**src/rtl/dna_pkg.sv**
```systemverilog
// Shared types for the DNA deletion-correction datapath.
// Digits are 2-bit symbols; indices travel as 7-bit values.
package dna_pkg;

  typedef logic [1:0] digit_t;

  localparam int IDX_W = 7;

  typedef enum logic [1:0] {
    IDLE  = 2'd0,
    SHIFT = 2'd1,
    DONE  = 2'd2
  } del_state_t;

endpackage

```
**src/rtl/delete_digit.sv**
```systemverilog
// Removes one 2-bit digit from an (N+1)-digit word, one digit per clock.
// Inverse of insert_digit: returns the N-digit word and the removed digit.
module delete_digit
  import dna_pkg::*;
#(
  parameter int N = 6
) (
  input  logic               clk,
  input  logic               rst,
  input  logic               in_valid,
  output logic               in_ready,
  input  logic [2*N+1:0]     word_in,
  input  logic [IDX_W-1:0]   delete_index,
  output logic               out_valid,
  input  logic               out_ready,
  output logic [2*N-1:0]     word_out,
  output logic [1:0]         deleted_digit,
  output logic               idx_err
);

  localparam int CW = $clog2(N + 1);

  del_state_t state_q, state_d;

  logic [N:0][1:0]   src_q;
  logic [N-1:0][1:0] wout_q;
  digit_t            del_q;
  logic              err_q;
  logic              ov_q;
  logic [CW-1:0]     cnt_q;
  logic [CW-1:0]     p_q;

  logic              in_fire;
  logic              bad_idx;
  logic              last;
  logic [IDX_W-1:0]  p_full;
  logic [CW-1:0]     sel;

  assign in_fire = in_valid & in_ready;
  assign bad_idx = delete_index > IDX_W'(N - 1);
  assign last    = cnt_q == CW'(N - 1);
  assign p_full  = IDX_W'(N - 1) - delete_index;

  always_ff @(posedge clk) begin
    if (rst) state_q <= IDLE;
    else     state_q <= state_d;
  end

  always_comb begin
    state_d = state_q;
    unique case (state_q)
      IDLE:    if (in_fire) state_d = bad_idx ? DONE : SHIFT;
      SHIFT:   if (last) state_d = DONE;
      DONE:    if (ov_q && out_ready) state_d = IDLE;
      default: state_d = IDLE;
    endcase
  end

  always_comb begin
    in_ready = state_q == IDLE;
    sel      = (cnt_q < p_q) ? cnt_q : cnt_q + CW'(1);
  end

  // An index error enters DONE directly, so out_valid lags one cycle there.
  always_ff @(posedge clk) begin
    if (rst) begin
      src_q  <= '0;
      wout_q <= '0;
      del_q  <= '0;
      err_q  <= 1'b0;
      ov_q   <= 1'b0;
      cnt_q  <= '0;
      p_q    <= '0;
    end else begin
      ov_q <= (state_q != IDLE) && (state_d == DONE);
      unique case (state_q)
        IDLE: begin
          if (in_fire && bad_idx) begin
            wout_q <= word_in[2*N-1:0];
            del_q  <= '0;
            err_q  <= 1'b1;
          end else if (in_fire) begin
            src_q <= word_in;
            p_q   <= p_full[CW-1:0];
            cnt_q <= '0;
            err_q <= 1'b0;
          end
        end
        SHIFT: begin
          wout_q[cnt_q] <= src_q[sel];
          if (cnt_q == p_q) del_q <= src_q[p_q];
          cnt_q <= cnt_q + CW'(1);
        end
        default: ;
      endcase
    end
  end

  assign out_valid     = ov_q;
  assign word_out      = wout_q;
  assign deleted_digit = del_q;
  assign idx_err       = err_q;

endmodule

```
**config.mk**
```make
export PLATFORM = sky130hd
export DESIGN_NAME = delete_digit
export DESIGN_NICKNAME = d
export VERILOG_FILES = /design/src/rtl/dna_pkg.sv /design/src/rtl/delete_digit.sv
export SDC_FILE = /design/constraint.sdc
export NUM_CORES = 1
export LEC_CHECK = 0
export ABC_AREA = 0
export CAP_MARGIN = 15
export CORE_ASPECT_RATIO = 1.4
export CORE_UTILIZATION = 40
export DETAILED_ROUTE_END_ITERATION = 12
export SLEW_MARGIN = 5
export SYNTH_ARGS = -nofsm -noshare
export SYNTH_HDL_FRONTEND = slang
export SYNTH_SLANG_ARGS = --single-unit
```
**constraint.sdc**
```tcl
create_clock -name clk -period 3.7 [get_ports clk]
set_input_delay 0.555 -clock clk [delete_from_list [all_inputs] [get_ports clk]]
set_output_delay 0.555 -clock clk [all_outputs]
set_load 0.1 [all_outputs]
```
# Word level (Yosys, flattened, before mapping)
# Index checks and enable logic that the tools add are counted.
# W data, S select, Z words.
# totals
wordCells	74
regBits	38
# op_classes
bitwise_logic	2
order_cmp	6
add_sub_neg	2
n_eq_ne	9
muxes	23
reduce_logical	13
# ops
cell	n
$pmux W12 S2	1
$mux W2	9
$bmux W2 S3	2
$bwmux W12	1
$lt A3 B4 Y1 const B	3
$mux W12	1
$mux W3	3
$reduce_and A3 Y1	3
$gt A7 B3 Y1 const B	1
$demux W2 S3	1
$pmux W2 S3	1
$pmux W3 S2	1
$reduce_bool A2 Y1	3
$eq A2 B2 Y1 const B	2
$logic_and A1 B1 Y1	4
$ne A2 B1 Y1 const B	2
$ne A2 B2 Y1 const B	2
$pmux W2 S2	1
$reduce_and A2 Y1	2
$add A3 B1 Y3 const B	1
$eq A3 B3 Y1	1
$eq A3 B3 Y1 const B	1
$ge A3 B1 Y1 const B	1
$lt A3 B3 Y1	1
6 further kinds	7

# Depth between registers and ports, before layout
# logic_depth
word_depth	6
ltp_mapped	10
mapped_depth_nobuf	8

# Least setup slack after synthesis
# OpenSTA, ideal clock, no wires.
# synth_path
path_type	reg-to-reg
startpoint	register p_q[1]
endpoint	register wout_q, in the netlist word_out[5]
slack_ps	1189
stages_incl_launch_ff	10
setup_ps	142
period_less_slack_ps	2511
arrival_ps	2368
required_time_ps	3558
cell_sequence	dfxtp_1 -> clkbuf_1 -> inv_1 -> ha_1 -> nand2b_4 -> a21oi_1 -> mux2_2 -> a221o_1 -> o22ai_2 -> a21oi_1
# synth_via
elab_chain_len	6
# synth_lines
item	line	source
from (decl)	delete_digit.sv:31	logic [CW-1:0] p_q;
from (signal assigned)	delete_digit.sv:84	p_q <= p_full[CW-1:0];
$lt A3 B3 Y1	delete_digit.sv:61	sel = (cnt_q < p_q) ? cnt_q : cnt_q + CW'(1);
$mux W3	delete_digit.sv:61	
$bmux W2 S3	delete_digit.sv:90	wout_q[cnt_q] <= src_q[sel];
$mux W2 (not written as such)	delete_digit.sv:90	
$bwmux W12	delete_digit.sv:90	
$pmux W12 S2	delete_digit.sv:76	unique case (state_q)
to (signal assigned)	delete_digit.sv:79	wout_q <= word_in[2*N-1:0];
to (signal, indexed assignment)	delete_digit.sv:90	
to (decl)	delete_digit.sv:26	logic [N-1:0][1:0] wout_q;
# Every way passes these cells. The select of a mux whose other input is x is not followed.
# A chain may end at the register's enable or synchronous reset.

# Worst setup path after layout
# layout_path
startpoint	register cnt_q[1]
endpoint	register wout_q, in the netlist word_out[6]
# layout_via
elab_chain_len	6
word_cells_on_any_way	12
cone_classes	add/sub (1); order compare (3); mux (7); reduce/logical (1)
# layout_lines
item	line	source
from (decl)	delete_digit.sv:30	logic [CW-1:0] cnt_q;
from (signal assigned)	delete_digit.sv:92	cnt_q <= cnt_q + CW'(1);
$add A3 B1 Y3, or another cell as far along	delete_digit.sv:61	
$mux W3 or $logic_and A1 B1 Y1 (tied branches)	delete_digit.sv:61, delete_digit.sv:90	
$bmux W2 S3 or $mux W2 (tied branches)	delete_digit.sv:90	
$mux W2 (not written as such) or $demux W2 S3 (tied branches)	delete_digit.sv:90	
$bwmux W12 (*)	delete_digit.sv:90	
$pmux W12 S2 (*)	delete_digit.sv:76	
# Mark *: on every way between the ends. The rest lies on a longest branch, timed or not. The select of a mux whose other input is x is not followed.

==> results.md <==
- Syn_nets: just under 300
- DRC viols: 0
- Max-cap violations: 0
- Vias/cell: 5.578
- Pwr Density: 369.2 mW/mm2
- Drt pass-1 iters: 4
- # rows: 31
- CTS max path bufs: 2
- Worst-margin pin slew: 987.1 ps
- Slew Limit Fails: 0
- Post-synth top flop: dfxtp_1
- Worst endpoint data arrival time: 2990 ps
- Vias: 2,064
- Placed cell area: 0.002623 mm2
- Mapped Avg Cell Area: 8.161 um2
- Final ANT Viol Nets: 0
- Post-synthesis xor/xnor area fraction: 0.4035%
- Kind of critical path: register to register
- Min Hold Slack: 497.3 ps
- Crit share post-route: 75.67%
- Total track usage: 23.06%
- # clock sinks: 38
- Clock latency on the worst-skew pair: 290 ps
- Layout Cell Area excl Fill: 0.002714 mm2
- Crit path capture type: register
- Io pins: between 40 and 50
- Dpl ws: 851.7 ps
- Mux cell area share after synthesis: 11.07%
- Worst vdd ir: 0.0002298 V
- Post-cts sizing count: 0
- Post-synth top area cell: dfxtp_1
- Yosys reg bits: 38
- TritonCTS clock tree: built
- Sequential area share after synthesis: 35.04%
- Clk root buf: clkbuf_8
- Final nets: 335
- Die Ht: between 80 and 90 um
- Area growth syn-to-layout: 25.01%
- Post-Synth Simple-Gate Area: 23.11%
- Compound-cell area share of the yosys netlist: 21.33%
- Peak Freq: 357.2 MHz
- Post-DP HPWL: 4.539 mm
- Final wirelength: about 6 mm
- Cells after Synth: 266
- Critical Path RT: 3890 ps
- Max_slew headroom: 33.99%
- Ranking of synthesized cells by area: dfxtp_1, a21oi_1, mux2i_1, nand2_1, nor2_1
- Setup bufs post-CTS: 0
- Post-Synth Adder-Cell Area: 4.035%
- Die X: between 60 and 70 um
- Post-synth top area share: 35.04%
- Gpl congestion: 0.8404
- CTS H-tree lvls: 2
- Sum Neg Setup Slack: 0 ps
- Final setup fails: 0
- Largest family of logic cells by synthesized area: simple AND/OR/NAND/NOR gates
- WL per Instance: 16.25 um
- Leakage: a little over 0.001 uW
- EDFF count, synth: 0
- Largest net degree at the start of global routing: 21
- Setup crit start kind: register
- CTS Hold Bufs: 0
- Die area: 0.005730 mm2
- Cts bufs inserted: 5
- Max Clock Skew: approximately 7.3 ps
- Final worst setup slack: 900.4 ps
- First DRT Iteration DRCs: 93
- Initial core utilization: 41.77%
- RSZ-0062 raised after global routing: no
- # diodes: 0
- Initial antenna violation count: 0
- Post-synth cell types: 45
- Post-synth ARST share: 0%
- Hold Vio Cnt, Final: 0
- Tmin final: 2800 ps
- Worst hold path type: register to register
- Clk slew on worst S/H paths: 70 ps
- Core area: 0.005197 mm2
- Worst Path Max Fanout: 13
- Status: completed
- Tot Pwr: 1002 uW
- Vias in the first global route: 1,980
- Synthesized area: 0.002171 mm2
- # port buffers: 41
- Total grt overflow: 0
- YS warnings: 0
- Share of layout cells above drive strength 1: 8.224%
- First-pass GRT wire length: 9.949 mm
synthesized netlist by cell type, types with 2 or more instances:
library cell	n
a211oi_1	8
a21o_1	2
a21oi_1	43
a31oi_1	3
and3_1	3
buf_2	3
clkbuf_1	9
dfxtp_1	38
ha_1	7
inv_1	10
mux2_2	2
mux2i_1	15
mux4_2	3
nand2_1	28
nand2b_1	3
nand3_1	2
nand3b_1	3
nand4_1	2
nor2_1	28
nor2b_1	3
nor3_1	15
nor4_1	3
o21ai_0	3
o21bai_1	2
o2bb2ai_1	3
or3_1	6
final timing paths:
kind | startpoint | endpoint | slack (ps) | cells past startpoint
max | cnt_q[1] | word_out[6] | 900 | 7
min | src_q[4] | src_q[4] | 500 | 2
max reg2reg | cnt_q[1] | word_out[6] | 900 | 7
min reg2reg | src_q[4] | src_q[4] | 500 | 2
flip-flops by register name (all words and copies together) (netlist names):
name and count:
cnt_q 3, deleted_digit 2, idx_err 1, out_valid 1, p_q 3, src_q 14
state_q 2, word_out 12
placed cells by master (no fill, tap or decap), types with 2 or more instances in the layout:
cell             count
ha_1                 7
a31oi_1              3
a21o_1               2
nor2b_1              3
and3_1               3
nand2_1             28
a21oi_1             43
nand4_1              2
nor4_1               3
nand3b_1             3
mux4_2               3
nor2_1              28
buf_4                4
nor3_1              15
mux2i_1             15
nand2b_1             3
o2bb2ai_1            3
nand3_1              2
clkdlybuf4s50_1     41
o21ai_0              3
or3_1                6
clkbuf_8             6
inv_1               10
dfxtp_1             38
mux2_2               2
a211oi_1             8
o21bai_1             2
cell type report:
| class | instances | area [um2] |
|---|---|---|
| fillers | 535 | 2484 |
| multi-input cells | 203 | 1301 |
| flip-flops and latches | 38 | 760.7 |
| repair buffers | 45 | 440.4 |
| clock buffers | 7 | 86.33 |
| well taps | 66 | 82.58 |
| inverters | 10 | 37.54 |
| clock inverters | 1 | 5.005 |
worst max-delay path: stages (launching register included):
cell and delay (ps):
dfxtp_1 670, inv_1 160, ha_1 530, mux2i_1 120
mux4_2 530, nand4_1 130, o2111ai_2 230, a211oi_1 320
cells by family after synthesis:
kind of cell / after synthesis
buf+inv: 25
simple gates: 102
compound gates: 73
fa+ha+maj: 7
mux: 20
xor+xnor: 1
flops: 38
stage by stage:
step / std cells / utilization [%]
3_5_place_dp: 362 / 50.46
3_3_place_gp: 362 / 50.46
4_1_cts: 370 / 52.21
5_1_grt: 370 / 52.21
2_1_floorplan: 266 / -
6_report: 370 / 52.21
power breakdown:
group | switching, uW | leakage (uW) | internal, uW
Combinational | 182 | 0.000673 | 81.0
Sequential | 12.7 | 0.000310 | 428
Clock | 148 | 0.0000482 | 150
Total | 343 | 0.00103 | 659
routing by layer:
layer	global-route usage [%]	wire length, um	vias up
li1	-	-	1029
met1	28.28	2699	976
met2	40.29	2963	49
met3	3.827	242	10
met4	8.889	106	0
met5	0	0	-
No activity file was read; power rests on OpenSTA's default activity.
